[src/rtl/mprj_wb_core_mux_if.sv]
`default_nettype none
// ============================================================================
// mprj_wb_core_mux_if : management Wishbone slave bus plus per-core master bus
// Revision: 1.0
// ============================================================================
interface mprj_wb_core_mux_if #(
  parameter int NUM_CORES = 4
);
  logic                      wbs_cyc_i;
  logic                      wbs_stb_i;
  logic                      wbs_we_i;
  logic [3:0]                wbs_sel_i;
  logic [31:0]               wbs_adr_i;
  logic [31:0]               wbs_dat_i;
  logic                      wbs_ack_o;
  logic [31:0]               wbs_dat_o;
  logic [NUM_CORES-1:0]      m_cyc_o;
  logic [NUM_CORES-1:0]      m_stb_o;
  logic                      m_we_o;
  logic [3:0]                m_sel_o;
  logic [31:0]               m_adr_o;
  logic [31:0]               m_dat_o;
  logic [NUM_CORES-1:0]      m_ack_i;
  logic [NUM_CORES*32-1:0]   m_dat_i;

  modport slave (
    input  wbs_cyc_i, wbs_stb_i, wbs_we_i, wbs_sel_i, wbs_adr_i, wbs_dat_i,
    output wbs_ack_o, wbs_dat_o,
    output m_cyc_o, m_stb_o, m_we_o, m_sel_o, m_adr_o, m_dat_o,
    input  m_ack_i, m_dat_i
  );

  modport master (
    output wbs_cyc_i, wbs_stb_i, wbs_we_i, wbs_sel_i, wbs_adr_i, wbs_dat_i,
    input  wbs_ack_o, wbs_dat_o,
    input  m_cyc_o, m_stb_o, m_we_o, m_sel_o, m_adr_o, m_dat_o,
    output m_ack_i, m_dat_i
  );
endinterface
`default_nettype wire

[src/rtl/mprj_wb_core_mux.sv]
`default_nettype none
// ============================================================================
// mprj_wb_core_mux : Wishbone decode to NUM_CORES cores, local CSRs, IO pad mux
// Revision: 1.0
// ============================================================================
module mprj_wb_core_mux #(
  parameter int         NUM_CORES = 4,
  parameter int         IO_PADS   = 38,
  parameter logic [7:0] BASE_ADDR = 8'h30,
  parameter int         TIMEOUT   = 255
) (
  input  logic                           wb_clk_i,
  input  logic                           wb_rst_i,
  mprj_wb_core_mux_if.slave              bus,
  output logic [NUM_CORES-1:0]           core_rst_o,
  input  logic [NUM_CORES*IO_PADS-1:0]   core_io_out_i,
  input  logic [NUM_CORES*IO_PADS-1:0]   core_io_oeb_i,
  output logic [IO_PADS-1:0]             io_out,
  output logic [IO_PADS-1:0]             io_oeb
);

  typedef enum logic [1:0] {IDLE = 2'd0, FWD = 2'd1, RESP = 2'd2} state_t;

  state_t               state;
  logic [2:0]           cur_core;
  logic [15:0]          cnt;
  logic [NUM_CORES-1:0] core_rst;
  logic [3:0]           io_sel;
  logic                 to_flag;
  logic [2:0]           to_core;

  logic        req;
  logic        base_ok;
  logic [3:0]  win;
  logic        core_hit;
  logic        local_hit;
  logic        core_ack;
  logic [31:0] core_rdata;
  logic [31:0] local_rdata;

  assign req       = bus.wbs_cyc_i & bus.wbs_stb_i;
  assign base_ok   = (bus.wbs_adr_i[31:24] == BASE_ADDR);
  assign win       = bus.wbs_adr_i[23:20];
  assign core_hit  = base_ok && (win < 4'(NUM_CORES));
  assign local_hit = base_ok && (win == 4'hF);
  assign core_rst_o = core_rst;

  always_comb begin
    core_ack   = 1'b0;
    core_rdata = '0;
    io_out     = '0;
    io_oeb     = '1;
    for (int k = 0; k < NUM_CORES; k++) begin
      if (cur_core == 3'(k)) begin
        core_ack   = bus.m_ack_i[k];
        core_rdata = bus.m_dat_i[k*32 +: 32];
      end
      if (io_sel == 4'(k)) begin
        io_out = core_io_out_i[k*IO_PADS +: IO_PADS];
        io_oeb = core_io_oeb_i[k*IO_PADS +: IO_PADS];
      end
    end
  end

  always_comb begin
    local_rdata = '0;
    case (bus.wbs_adr_i[7:2])
      6'h00:   local_rdata = {20'h0, io_sel, 8'(core_rst)};
      6'h01:   local_rdata = {21'h0, to_core, 7'h0, to_flag};
      6'h02:   local_rdata = {8'h53, 8'(NUM_CORES), 16'h0002};
      default: local_rdata = '0;
    endcase
  end

  always_ff @(posedge wb_clk_i or posedge wb_rst_i) begin
    if (wb_rst_i) begin
      state         <= IDLE;
      cur_core      <= '0;
      cnt           <= '0;
      core_rst      <= '1;
      io_sel        <= '0;
      to_flag       <= 1'b0;
      to_core       <= '0;
      bus.wbs_ack_o <= 1'b0;
      bus.wbs_dat_o <= '0;
      bus.m_cyc_o   <= '0;
      bus.m_stb_o   <= '0;
      bus.m_we_o    <= 1'b0;
      bus.m_sel_o   <= '0;
      bus.m_adr_o   <= '0;
      bus.m_dat_o   <= '0;
    end else begin
      case (state)
        IDLE: begin
          bus.wbs_ack_o <= 1'b0;
          if (req) begin
            if (core_hit) begin
              state       <= FWD;
              cur_core    <= win[2:0];
              cnt         <= '0;
              bus.m_cyc_o <= NUM_CORES'(1) << win;
              bus.m_stb_o <= NUM_CORES'(1) << win;
              bus.m_adr_o <= {12'h0, bus.wbs_adr_i[19:0]};
              bus.m_dat_o <= bus.wbs_dat_i;
              bus.m_sel_o <= bus.wbs_sel_i;
              bus.m_we_o  <= bus.wbs_we_i;
            end else begin
              state         <= RESP;
              bus.wbs_ack_o <= 1'b1;
              bus.wbs_dat_o <= '0;
              if (local_hit && !bus.wbs_we_i) begin
                bus.wbs_dat_o <= local_rdata;
              end
              if (local_hit && bus.wbs_we_i) begin
                if (bus.wbs_adr_i[7:2] == 6'h00) begin
                  if (bus.wbs_sel_i[0]) core_rst <= bus.wbs_dat_i[NUM_CORES-1:0];
                  if (bus.wbs_sel_i[1]) io_sel   <= bus.wbs_dat_i[11:8];
                end
                if (bus.wbs_adr_i[7:2] == 6'h01 && bus.wbs_sel_i[0] && bus.wbs_dat_i[0]) begin
                  to_flag <= 1'b0;
                end
              end
            end
          end
        end
        FWD: begin
          // Master abort beats everything; core ack beats a coincident timeout.
          if (!bus.wbs_cyc_i) begin
            state       <= IDLE;
            bus.m_cyc_o <= '0;
            bus.m_stb_o <= '0;
          end else if (core_ack) begin
            state         <= RESP;
            bus.wbs_ack_o <= 1'b1;
            bus.wbs_dat_o <= bus.m_we_o ? 32'h0 : core_rdata;
            bus.m_cyc_o   <= '0;
            bus.m_stb_o   <= '0;
          end else if (cnt == 16'(TIMEOUT - 1)) begin
            state         <= RESP;
            bus.wbs_ack_o <= 1'b1;
            bus.wbs_dat_o <= 32'hDEAD_BEEF;
            to_flag       <= 1'b1;
            to_core       <= cur_core;
            bus.m_cyc_o   <= '0;
            bus.m_stb_o   <= '0;
          end else begin
            cnt <= cnt + 16'd1;
          end
        end
        RESP: begin
          bus.wbs_ack_o <= 1'b0;
          state         <= IDLE;
        end
        default: begin
          bus.wbs_ack_o <= 1'b0;
          state         <= IDLE;
        end
      endcase
    end
  end

endmodule
`default_nettype wire

[src/flat_wrapper.sv]
// flat-port wrapper written by rule: the top's interface ports become plain ports
module mprj_wb_core_mux_flat 
#(
  parameter int         NUM_CORES = 4,
  parameter int         IO_PADS   = 38,
  parameter logic [7:0] BASE_ADDR = 8'h30,
  parameter int         TIMEOUT   = 255
)
  (wb_clk_i, wb_rst_i, core_rst_o, core_io_out_i, core_io_oeb_i, io_out, io_oeb, bus_wbs_cyc_i, bus_wbs_stb_i, bus_wbs_we_i, bus_wbs_sel_i, bus_wbs_adr_i, bus_wbs_dat_i, bus_wbs_ack_o, bus_wbs_dat_o, bus_m_cyc_o, bus_m_stb_o, bus_m_we_o, bus_m_sel_o, bus_m_adr_o, bus_m_dat_o, bus_m_ack_i, bus_m_dat_i);
  mprj_wb_core_mux_if #(.NUM_CORES(NUM_CORES)) bus_i ();
  input  logic wb_clk_i;
  input  logic wb_rst_i;
  output logic [NUM_CORES-1:0] core_rst_o;
  input  logic [NUM_CORES*IO_PADS-1:0] core_io_out_i;
  input  logic [NUM_CORES*IO_PADS-1:0] core_io_oeb_i;
  output logic [IO_PADS-1:0] io_out;
  output logic [IO_PADS-1:0] io_oeb;
  input wire logic [$bits(bus_i.wbs_cyc_i)-1:0] bus_wbs_cyc_i;
  input wire logic [$bits(bus_i.wbs_stb_i)-1:0] bus_wbs_stb_i;
  input wire logic [$bits(bus_i.wbs_we_i)-1:0] bus_wbs_we_i;
  input wire logic [$bits(bus_i.wbs_sel_i)-1:0] bus_wbs_sel_i;
  input wire logic [$bits(bus_i.wbs_adr_i)-1:0] bus_wbs_adr_i;
  input wire logic [$bits(bus_i.wbs_dat_i)-1:0] bus_wbs_dat_i;
  output wire logic [$bits(bus_i.wbs_ack_o)-1:0] bus_wbs_ack_o;
  output wire logic [$bits(bus_i.wbs_dat_o)-1:0] bus_wbs_dat_o;
  output wire logic [$bits(bus_i.m_cyc_o)-1:0] bus_m_cyc_o;
  output wire logic [$bits(bus_i.m_stb_o)-1:0] bus_m_stb_o;
  output wire logic [$bits(bus_i.m_we_o)-1:0] bus_m_we_o;
  output wire logic [$bits(bus_i.m_sel_o)-1:0] bus_m_sel_o;
  output wire logic [$bits(bus_i.m_adr_o)-1:0] bus_m_adr_o;
  output wire logic [$bits(bus_i.m_dat_o)-1:0] bus_m_dat_o;
  input wire logic [$bits(bus_i.m_ack_i)-1:0] bus_m_ack_i;
  input wire logic [$bits(bus_i.m_dat_i)-1:0] bus_m_dat_i;
  assign bus_i.wbs_cyc_i = bus_wbs_cyc_i;
  assign bus_i.wbs_stb_i = bus_wbs_stb_i;
  assign bus_i.wbs_we_i = bus_wbs_we_i;
  assign bus_i.wbs_sel_i = bus_wbs_sel_i;
  assign bus_i.wbs_adr_i = bus_wbs_adr_i;
  assign bus_i.wbs_dat_i = bus_wbs_dat_i;
  assign bus_wbs_ack_o = bus_i.wbs_ack_o;
  assign bus_wbs_dat_o = bus_i.wbs_dat_o;
  assign bus_m_cyc_o = bus_i.m_cyc_o;
  assign bus_m_stb_o = bus_i.m_stb_o;
  assign bus_m_we_o = bus_i.m_we_o;
  assign bus_m_sel_o = bus_i.m_sel_o;
  assign bus_m_adr_o = bus_i.m_adr_o;
  assign bus_m_dat_o = bus_i.m_dat_o;
  assign bus_i.m_ack_i = bus_m_ack_i;
  assign bus_i.m_dat_i = bus_m_dat_i;
  mprj_wb_core_mux #(.NUM_CORES(NUM_CORES), .IO_PADS(IO_PADS), .BASE_ADDR(BASE_ADDR), .TIMEOUT(TIMEOUT)) u_core (.wb_clk_i(wb_clk_i), .wb_rst_i(wb_rst_i), .bus(bus_i), .core_rst_o(core_rst_o), .core_io_out_i(core_io_out_i), .core_io_oeb_i(core_io_oeb_i), .io_out(io_out), .io_oeb(io_oeb));
endmodule
[config.mk]
export PLATFORM = sky130hd
export DESIGN_NAME = mprj_wb_core_mux_flat
export DESIGN_NICKNAME = d
export VERILOG_FILES = /design/src/rtl/mprj_wb_core_mux_if.sv /design/src/rtl/mprj_wb_core_mux.sv /design/src/flat_wrapper.sv
export SDC_FILE = /design/constraint.sdc
export NUM_CORES = 1
export LEC_CHECK = 0
export ABC_CLOCK_PERIOD_IN_PS = 5300
export BUFFER_PORTS_ARGS = -buffer_cell sky130_fd_sc_hd__buf_2
export CAP_MARGIN = 10
export CELL_PAD_IN_SITES_DETAIL_PLACEMENT = 0
export CELL_PAD_IN_SITES_GLOBAL_PLACEMENT = 1
export CORE_AREA = 5 5 268 270
export DETAILED_ROUTE_END_ITERATION = 12
export DIE_AREA = 0 0 273 275
export HOLD_SLACK_MARGIN = 0.05
export PLACE_DENSITY_LB_ADDON = 0.25
export SYNTH_ARGS = -nofsm -noshare
export SYNTH_HDL_FRONTEND = slang
export SYNTH_SLANG_ARGS = --single-unit
[constraint.sdc]
create_clock -name wb_clk_i -period 5.3 [get_ports wb_clk_i]
set_input_delay 0.53 -clock wb_clk_i [delete_from_list [all_inputs] [get_ports wb_clk_i]]
set_output_delay 0.53 -clock wb_clk_i [all_outputs]
set_load 0.01 [all_outputs]
# Yosys cells after proc, flatten, opt, wreduce, memory -nomap -nowiden
# Index checks and enable logic that the tools add are counted.
# classes
shifts	1
eq_ne	23
bitwise_logic	3
muxes	56
magnitude_cmp	1
reduce_logical	22
add_sub_neg	1
# op_table
cell	count
32-bit 2-to-1 mux	10
38-bit 2-to-1 mux	8
31-bit case mux with 3 select lines	1
16-bit 2-to-1 mux	5
32-bit case mux with 2 select lines	1
16-bit case mux with 2 select lines	1
31-bit 2-to-1 mux	1
4-bit 2-to-1 mux	5
6-bit AND reduction	3
16-bit by 1-bit adder with 16-bit output (second input constant)	1
16-bit by 8-bit equality test with 1-bit output (second input constant)	1
1-bit 2-to-1 mux	15
2-bit 2-to-1 mux	5
2-bit by 1-bit inequality test with 1-bit output (second input constant)	5
4-bit by 2-bit equality test with 1-bit output (second input constant)	2
8-bit by 6-bit equality test with 1-bit output (second input constant)	1
2-bit inequality test (second input constant)	4
4-bit case mux with 2 select lines	1
4-bit AND reduction	2
8-bit AND reduction	1
3-bit by 2-bit equality test with 1-bit output (second input constant)	2
6-bit by 1-bit equality test with 1-bit output (second input constant)	1
6-bit by 2-bit equality test with 1-bit output (second input constant)	1
1-bit logical AND	6
21 further kinds	24
# totals
output_inout_bits	190
ff_bits	127

# Longest topological paths before layout
# Gate-level depths: netlist of the first run.
# logic_depth
depth_word	9
mapped_depth	9
depth_no_buf	8

# Worst setup path before layout of the first run
# Ideal clock, no wire load.
# synth_timing
kind	register to output
from	reg u_core.io_sel[3]
to	out io_out[27]
path_slack_ns	2.988
required_ns	4.770
n_path_buf	2
t_arrival_ns	1.782
stages_incl_launch_ff	8
path_cell_list	dfrtp_1 -> nor3b_1 -> clkbuf_1 -> clkbuf_1 -> a22oi_1 -> nor2_1 -> a31oi_1 -> a21oi_1
# synth_between
elab_chain_len	5
elab_cells_between_ends	8
# synth_rtl
item	line_no	rtl
from (decl)	mprj_wb_core_mux.sv:28	logic [3:0] io_sel;
from (signal assigned)	mprj_wb_core_mux.sv:117	if (bus.wbs_sel_i[1]) io_sel <= bus.wbs_dat_i[11:8];
4-bit logical NOT	mprj_wb_core_mux.sv:58	if (io_sel == 4'(k)) begin
38-bit 2-to-1 mux (3 in a row)	mprj_wb_core_mux.sv:58	
38-bit 2-to-1 mux (*)	mprj_wb_core_mux.sv:58	
to (decl)	flat_wrapper.sv:16	output logic [IO_PADS-1:0] io_out;
# Mark *: on every way between the ends. The rest lies on a longest branch, timed or not.

# Worst setup path after layout of the first run
# layout_timing
from	reg u_core.io_sel[3]
to	out io_oeb[4]
# layout_between
elab_chain_len	5
elab_cells_between_ends	8
# layout_rtl
item	line_no	rtl
4-bit logical NOT	mprj_wb_core_mux.sv:58	
38-bit 2-to-1 mux (3 in a row)	mprj_wb_core_mux.sv:58	
38-bit 2-to-1 mux (*)	mprj_wb_core_mux.sv:58	
to (decl)	flat_wrapper.sv:17	output logic [IO_PADS-1:0] io_oeb;
# Marked as above.

==> metrics.md, run 1 <==
| Metric | Value |
|---|---|
| Run status | finished, final reports clean |
| Gate power share | 17.8% |
| Part of the power in registers | 35.9% |
| CP startpoint kind | register |
| DRC errors left | 0 |
| Unique cell type count in the Yosys netlist | 67 |
| Minimum clock period | 3.72 ns |
| Crit Path Class | register to output pin |
| CTS Buf Count | 17 |
| R2R setup slack | around 2.3 ns |
| Avg Cell Area, Syn | 8.32 µm² |
| DR vias | ~11000 |
| Post-DRT Antenna Nets | 0 |
| Delay-heaviest family, CP | simple AND/OR/NAND/NOR gates |
| Die X | 273 µm |
| Post-DP Area | 13400 µm² |
| RSZ-0062 raised after global routing | false |
| Max Clk Rate | ~0.27 GHz |
| Total core area | 69300 µm² |
| Clock Sinks | 127 |
| GRT overflow | 0 |
| Vias in the first global route | between 10000 and 15000 |
| H-tree depth | 4 |
| Sw Share | 27.1% |
| Asr flop ratio synth | 100% |
| Rows | 97 |
| Pleak | 0.00703 µW |
| Die area | 75100 µm² |
| P_sw | roughly 760 µW |
| Post-CTS setup buffers | 0 |
| Final Cycle Share | 70.2% |
| Die Span Y | 275 µm |
| Final Hold Vio Count | 0 |
| I/O Buffers | 686 |
| Clock transition at the registers of the reported paths | roughly 0.06 ns |
| Final-report max-slew violation count | 0 |
| Crit-path cells | nor3b_2 -> buf_4 -> nand2_4 -> mux2_2 -> buf_2 |
| Yosys warning count | 0 |
| Max stage delay on crit path | about 0.66 ns |
| Slew @ Worst Pin | around 1.2 ns |
| WP buf/inv | 2 |
| Routability cong. | approximately 0.89 |
| First-pass GRT wire length | 76800 µm |
| Design area | 14000 µm² |
| Final cell count without fillers | 2671 |
| Nets | about 2200 |
| Reg-to-Reg End | u_core.bus.wbs_dat_o[23] |
| Clk buf depth | 2 |
| CTS Hold Bufs | 0 |
| Slowest library cell on the worst path | nand2_4 |
| Initial DRC Count | around 660 |
| Pint | about 2000 µW |
| Min Hold Slack | 0.203 ns |
| WP data arrival | 3.19 ns |
| Clk_lat worst skew | 0.46 ns |
| Register area | between 3000 and 4000 µm² |
| Post-Syn Area | 9070 µm² |
| PostCTS Resize Cnt | 0 |
| Fraction of layout cells with a size suffix above 1 | 49.4% |
| Worst clock skew | 0.0111 ns |
| Placed Instances | 2631 |
| Multi-input logic area | approximately 5400 µm² |
| Io pins | about 700 |
| Fillers | between 7000 and 8000 |
| CTS tree | built |
| P&R area growth vs syn | 54.4% |
| CTS Root Cell | clkbuf_16 |
| Via/cell ratio | 4.09 |
| Largest net degree at the start of global routing | slightly above 80 |
| Final Setup Violations | 0 |
| Initial Util | 13.1% |
| Slew headroom | 19.1% |
| Synth Instances | between 1000 and 1500 |
| Setup Total Neg Slack | 0 ns |
| Pwr Density | 201 nW/µm² |
| Register bit count reported by yosys | 127 |
| First-pass iteration count of the detailed router | 5 |
| R2r worst-path depth | 8 |
| WP data required | 4.77 ns |
| Post-DR wirelength/cell | 21.0 µm |
| Clk network pwr share | 46.4% |
| EDFF count, synth | 0 |
| Final HPWL DP | 45800 µm |
| HP Class | input pin to async pin |
| Final wirelength | roughly 56000 µm |
| Peak fanout along the critical path | 79 |
| Share of the yosys chip area belonging to registers | roughly a third |
| Top FF cell, synth | dfrtp_1 |
| Maxcap violations | 0 |
| Initial antenna violation count | 15 |
| Crit. End Element | output pin |
| Reg-to-Reg Start | u_core.cnt[0] |
| Peak supply drop | 0.000229 V |
| Total track usage | 13.8% |
layout make-up:
type                    count  area share [%]
diodes                      8           0.143
clock buffers              22            3.31
clock inverters            10            1.14
inverters                   8           0.250
multi-input cells         855            38.7
flip-flops and latches    127            22.8
well taps                 940            8.39
repair buffers            701            25.3
flip-flops by register name, summed over array words and instances, names as in the netlist, 2 cells and up:
name,flops
u_core.bus.m_adr_o,20
u_core.bus.m_cyc_o,4
u_core.bus.m_sel_o,4
u_core.bus.m_dat_o,32
u_core.state,2
u_core.to_core,3
u_core.cur_core,3
u_core.cnt,16
u_core.core_rst_o,4
u_core.bus.wbs_dat_o,32
u_core.io_sel,4
metal layers:
layer / track usage, % / part of all wire [%]
met5: 0 / 0.096
met4: 3.82 / 1.9
met1: 17.2 / 42
met3: 4.78 / 8.3
met2: 22.7 / 48
logic make-up after synthesis:
kind of cell,share of synthesized area (%)
compound gates,25.0
xor+xnor,0.290
fa+ha+maj,0.276
buf+inv,6.00
flops,35.1
mux,17.2
other cells,0.0413
simple gates,16.2
layout by cell type, fill, tap and decap left out, types with 12 or more instances in the layout:
cell | synthesis | layout
nor2_1 | 60 | 59
nand3_1 | 12 | 12
nand4_1 | 12 | 12
a221oi_1 | 22 | 22
nand2_1 | 191 | 190
conb_1 | 1 | 12
a22oi_1 | 38 | 38
mux2i_1 | 43 | 43
o22ai_1 | 38 | 38
a21oi_1 | 93 | 93
buf_2 | 12 | 686
buf_4 | 17 | 15
clkbuf_16 | 0 | 17
a31oi_1 | 29 | 29
mux2_2 | 96 | 96
o21ai_0 | 112 | 112
dfrtp_1 | 123 | 121
power by group through the flow:
| stage | Combinational, µW | Clock [µW] | Sequential, µW |
|---|---|---|---|
| global route | 552 | 1400 | 1010 |
| detailed placement | 507 | 0 | 1020 |
| finish | 500 | 1300 | 1010 |
| CTS | 510 | 1360 | 1010 |
| floorplan | 186 | 0 | 1030 |
| global placement | 507 | 0 | 1020 |
stage by stage:
stage                     util (%)  total power (µW)  setup slack (ns)
after floorplan                  -              1210              1.39
final                         20.2              2810              1.58
after global placement        19.3              1530              2.07
after CTS                     20.2              2880              1.48
after detailed placement      19.3              1530              2.04
after global routing          20.2              2960              1.34
how the worst max path moves through the flow:
stage	start	end	depth (start not counted)
6_report	u_core.io_sel[3]	io_oeb[4]	5
5_1_grt	u_core.io_sel[3]	io_oeb[4]	5
4_1_cts	u_core.io_sel[3]	io_oeb[4]	5
3_5_place_dp	u_core.io_sel[3]	io_oeb[4]	5
3_3_place_gp	u_core.io_sel[3]	io_oeb[4]	5
2_1_floorplan	wb_rst_i	u_core.bus.m_adr_o[0]	1
Yosys cell counts (all sizes together) (2+ instances only):
library cell / number / area share, %
o221ai: 3 / 0.29
ha: 2 / 0.28
or4: 2 / 0.21
o22ai: 39 / 2.8
o32a: 7 / 0.77
nand2: 191 / 7.9
a221oi: 22 / 2.1
buf: 42 / 2.8
and3: 6 / 0.41
o2bb2ai: 4 / 0.39
a2bb2oi: 3 / 0.29
a21oi: 93 / 5.1
and4: 3 / 0.29
a22oi: 38 / 3.1
or3: 11 / 0.76
clkbuf: 70 / 2.9
nor3: 6 / 0.33
dfstp: 4 / 1.2
a32o: 2 / 0.22
nor2b: 3 / 0.21
nor4b: 2 / 0.19
mux2: 96 / 12
dfrtp: 123 / 34
a22o: 2 / 0.19
or2: 3 / 0.21
o31ai: 2 / 0.17
nand4: 12 / 0.83
xor2: 2 / 0.19
a31oi: 29 / 2.0
nor2: 60 / 2.5
o21ai: 113 / 6.3
mux2i: 45 / 5.2
nor4: 5 / 0.51
nand3: 12 / 0.66
and2: 4 / 0.28
nand2b: 3 / 0.21
inv: 7 / 0.29
No activity file was read; power rests on OpenSTA's default activity.
==> run 2: changes to the inputs <==
ABC_CLOCK_PERIOD_IN_PS = 3560   (was 5300)
clock period = 3.56 ns   (was 5.3 ns; I/O delays follow)
==> run 2 against run 1 <==
  * Cell area rose by 3.7%
  * Clock skew rose by 0.011 ns
  * Largest power group unchanged
  * Core utilization rose by 0.75 points
  * Via count rose by 3.0%
  * Worst setup slack got worse by 1.3 ns
  * First-iteration DRC count rose by 2.3%
  * Die area did not move
  * Critical path depth did not move
==> metrics.md, run 2 (synthesis gave the netlist of run 1 again) <==
| Metric | Value |
|---|---|
| Commonest non-fill, non-tap cell in the layout | buf_2 |
| Most frequent cells in the layout | buf_2 (686), nand2_1 (190), dfrtp_1 (121) |
| Post-DR wirelength/cell | 21.4 µm |
| DR vias | roughly 11000 |
| Maxcap violations | 0 |
| Pwr Density | 277 nW/µm² |
| Total track usage | roughly 14% |
| Nets | 2272 |
| WP data arrival | approximately 2.9 ns |
| Clock Sinks | 127 |
| H-tree depth | 4 |
| Final cell count without fillers | approximately 2700 |
| Reg-to-Reg End | u_core.bus.wbs_dat_o[2] |
| CTS tree | built |
| Reg-to-Reg Start | u_core.cur_core[0] |
| WP data required | 3.20 ns |
| Register area | about 3200 µm² |
| Final HPWL DP | 47800 µm |
| R2R setup slack | 0.99 ns |
| Vias in the first global route | roughly 11000 |
| P&R area growth vs syn | 60.1% |
| R2r worst-path depth | 5 |
| CTS Buf Count | 17 |
| Minimum clock period | roughly 3.3 ns |
| Final wirelength | 58300 µm |
| Initial antenna violation count | 24 |
| First-pass GRT wire length | 79700 µm |
| RSZ-0062 raised after global routing | false |
| HP Class | input pin to async pin |
| Run status | finished, final reports clean |
| Io pins | ~700 |
| CTS Root Cell | clkbuf_16 |
| Fraction of layout cells with a size suffix above 1 | 48.6% |
| Final Setup Violations | 0 |
| First-pass iteration count of the detailed router | 5 |
| Clk buf depth | 2 |
| Initial DRC Count | around 670 |
| Post-CTS setup buffers | 0 |
| Final Cycle Share | 92.7% |
| Post-DRT Antenna Nets | 0 |
| Largest regs | u_core.bus.m_dat_o x32, u_core.bus.wbs_dat_o x32, u_core.bus.m_adr_o x20 |
| Final worst slack | around 0.26 ns |
| Die Span Y | roughly 280 µm |
| Total core area | 69300 µm² |
| Final-report max-slew violation count | 0 |
| Die X | 273 µm |
| Peak fanout along the critical path | 31 |
| Largest net degree at the start of global routing | 93 |
| Total power | about 4000 µW |
| Clock transition at the registers of the reported paths | roughly 0.060 ns |
| I/O Buffers | 686 |
| Rows | 97 |
| Peak supply drop | 0.000355 V |
| Post-DP Area | ~14000 µm² |
| Max Clk Rate | 0.303 GHz |
| DRC errors left | 0 |
| Crit. End Element | output pin |
| Die area | 75100 µm² |
| Initial Util | 13.1% |
| Crit Path Class | register to output pin |
| Placed Instances | 2643 |
| Dpl ws | about 0.64 ns |
| Via/cell ratio | 4.13 |
| Routability cong. | between 0.9 and 1 |
| Design area | ~15000 µm² |
| Fillers | 7928 |
| Pleak | just over 0.007 µW |
| GRT overflow | 0 |
| Slew headroom | 32.3% |
| Clk_lat worst skew | 0.48 ns |
| Worst clock skew | about 0.022 ns |
| CP startpoint kind | register |
| Final Hold Vio Count | 0 |
| Multi-input logic area | about 5400 µm² |
| Slew @ Worst Pin | 1.01 ns |
| Setup Total Neg Slack | 0 ns |
==> run 2: cell type report <==
cell class,instances,area share [%]
timing repair buffer,752,28.4
antenna,10,0.172
clock inverter,11,0.809
inverter,8,0.232
sequential,127,22.0
multi-input combinational,855,37.3
clock buffer,21,3.03
tap,940,8.09
==> run 2: power by group <==
part           leakage (µW)  internal, µW  switching, µW  total, µW
combinational       0.00524           406            387        793
clock              0.000271          1020            710       1730
sequential          0.00173          1480           26.4       1500
total               0.00724          2900           1120       4020
==> run 2: worst max-delay path: stages (launching register included) <==
cell	delay, ns
dfrtp_1	0.44
or3_2	0.83
o22ai_1	0.60
o21ai_0	0.18
mux2_2	0.28
buf_2	0.14
==> run 2: worst max-delay path by stage <==
stage	startpoint	endpoint	cells after the start
3_5_place_dp	u_core.io_sel[3]	io_oeb[6]	5
4_1_cts	u_core.io_sel[3]	io_oeb[6]	5
2_1_floorplan	u_core.io_sel[3]	io_out[27]	7
5_1_grt	u_core.io_sel[3]	io_oeb[5]	5
3_3_place_gp	u_core.io_sel[3]	io_oeb[6]	5
6_report	u_core.io_sel[3]	io_oeb[5]	5
==> run 2: stage by stage <==
| stage | hold WS [ns] | util [%] |
|---|---|---|
| 2_1_floorplan | 0.438 | - |
| 3_3_place_gp | 0.455 | 19.6 |
| 3_5_place_dp | 0.456 | 19.6 |
| 4_1_cts | 0.0513 | 20.9 |
| 5_1_grt | 0.0841 | 20.9 |
| 6_report | 0.0913 | 21.0 |
==> run 2: metal layers <==
| metal | global-route usage [%] | up-vias | wire [µm] |
|---|---|---|---|
| met1 | 18.5 | 5335 | 24800 |
| met2 | 22.9 | 504 | 27500 |
| met5 | 0 | - | 29 |
| met4 | 4.01 | 6 | 797 |
| met3 | 5.03 | 45 | 5220 |
| li1 | - | 5353 | - |
==> run 2: repair_timing <==
action,4_1_cts,5_1_grt
gates resized for setup,0,0
hold buffers,39,0
endpoints found under the setup margin,0,0
hold endpoints to repair,39,0
==> run 3: changes to the inputs <==
REMOVE_ABC_BUFFERS = 1   (was default)
==> run 3 against run 2 <==
  * Global-route usage grew 0.75 points
  * Non-clock buffer count shrank 44
  * Critical path depth grew 1
  * Clock power grew 13%
  * Largest power group unchanged
  * Highest routed layer unchanged
==> metrics.md, run 3 (synthesis gave the netlist of run 1 again) <==
| Metric | Value |
|---|---|
| Initial antenna violation count | 20 |
| P&R area growth vs syn | 56.1% |
| CTS Root Cell | clkbuf_16 |
| First-pass GRT wire length | 83600 µm |
| Clk_lat worst skew | 0.45 ns |
| Initial Util | 13.1% |
| Clock transition at the registers of the reported paths | 0.07 ns |
| Largest net degree at the start of global routing | between 70 and 80 |
| GRT overflow | 0 |
| Final HPWL DP | 50600 µm |
| Final Hold Vio Count | 0 |
| Pwr Density | between 200 and 300 nW/µm² |
| Worst hold path startpoint | bus_wbs_dat_i[28] |
| Crit Path Class | register to output pin |
| Fraction of layout cells with a size suffix above 1 | 49.8% |
| Design area | 14200 µm² |
| WP data arrival | 2.85 ns |
| Crit. Startpoint | u_core.io_sel[3] |
| Crit. End Element | output pin |
| Placed Instances | 2637 |
| Rows | 97 |
| PostCTS Resize Cnt | 0 |
| HP Class | input pin to register |
| Final wirelength | ~60000 µm |
| Slew headroom | 47.3% |
| Routability cong. | between 0.8 and 0.9 |
| Final Cycle Share | 90.1% |
| Pleak | a little over 0.007 µW |
| Run status | finished, final reports clean |
| Largest regs | u_core.bus.m_dat_o x32, u_core.bus.wbs_dat_o x32, u_core.bus.m_adr_o x20 |
| CTS tree | built |
| Peak fanout along the critical path | 54 |
| CP startpoint kind | register |
| Maxcap violations | 0 |
| Max stage delay on crit path | 0.76 ns |
| Levels on crit path | 6 |
| WP buf/inv | 2 |
| Post-DR wirelength/cell | 22.9 µm |
| Final cell count without fillers | 2677 |
| I/O Buffers | 686 |
| Slowest library cell on the worst path | or3_2 |
| Hold path cells | 3 |
| Clock Sinks | 127 |
| Peak supply drop | 0.000292 V |
| Reg-to-Reg Start | u_core.cur_core[0] |
| CTS Hold Bufs | 1 |
| Worst clock skew | 0.0203 ns |
| Die Span Y | 275 µm |
| Total track usage | 15.1% |
| Vias in the first global route | 11400 |
| Commonest non-fill, non-tap cell in the layout | buf_2 |
| Io pins | 699 |
| Slew @ Worst Pin | 0.791 ns |
| Total core area | 69300 µm² |
| First-pass iteration count of the detailed router | 6 |
| DR vias | 11200 |
| Most frequent cells in the layout | buf_2 (686), nand2_1 (190), dfrtp_1 (121) |
| RSZ-0062 raised after global routing | false |
| Post-CTS setup buffers | 0 |
| Initial DRC Count | 626 |
| Final Setup Violations | 0 |
| Via/cell ratio | 4.17 |
| Die X | 273 µm |
| Clk buf depth | 2 |
| Post-DP Area | roughly 14000 µm² |
| Final-report max-slew violation count | 0 |
| H-tree depth | 4 |
| Nets | about 2200 |
| Minimum clock period | 3.21 ns |
| WP data required | 3.20 ns |
| Delay-heaviest family, CP | simple AND/OR/NAND/NOR gates |
| Max Clk Rate | between 0.3 and 0.4 GHz |
| CTS Buf Count | 17 |
| Post-DRT Antenna Nets | 0 |
| Crit-path cells | or3_2 -> buf_12 -> o22ai_1 -> o21ai_0 -> mux2_2 -> buf_2 |
| R2r worst-path depth | 7 |
| Die area | ~75000 µm² |
| DRC errors left | 0 |
[run 3: final timing paths]
| kind | end | slack (ns) |
|---|---|---|
| min in group asynchronous | u_core.bus.m_sel_o[2] | 0.59 |
| worst min-delay path | u_core.bus.m_dat_o[28] | 0.10 |
| worst max-delay path | io_oeb[15] | 0.35 |
| worst min register to register | u_core.bus.m_adr_o[14] | 0.47 |
| worst max register to register | u_core.bus.wbs_dat_o[12] | 0.95 |
| max in group asynchronous | u_core.core_rst_o[0] | 2.13 |
[run 3: cell type report]
type	count	area [µm²]
clock inverters	14	206
inverters	8	35.0
clock buffers	18	429
well taps	940	1180
flip-flops and latches	127	3190
repair buffers	708	3690
diodes	7	17.5
fillers	7919	55100
multi-input cells	855	5430
[run 3: report_power, final]
group / internal (µW) / leakage, µW / switching, µW
Clock: 1190 / 0.000305 / 757
Combinational: 378 / 0.00505 / 407
Sequential: 1470 / 0.00173 / 25.4
Total: 3040 / 0.00709 / 1190
[run 3: per-layer routing]
layer / GRT usage, % / routed length [µm] / up-vias
met4: 4.00 / 1030 / 16
met2: 26.1 / 30400 / 522
met5: 0 / 95 / -
li1: - / - / 5254
met3: 4.13 / 4690 / 55
met1: 18.7 / 25100 / 5304
[run 3: worst register-to-register path, delay by kind of cell, from the launching register on]
family	cells	cell delay, ns
AOI/OAI and AO/OA	2	0.73
muxes	2	0.67
DFF	1	0.66
buffers and inverters	2	0.25
and+or+nand+nor	1	0.19
[run 3: stage by stage]
step	TNS (ns)	power (µW)	util [%]	hold WS (ns)	worst slack, ns
final	0	4230	20.4	0.102	0.351
after CTS	0	4330	20.4	0.0721	0.269
after global placement	0	2330	19.5	0.453	0.771
after floorplan	-258.80	1790	-	0.438	-3.47
after global routing	0	4430	20.4	0.0910	0.182
after detailed placement	0	2330	19.5	0.456	0.754
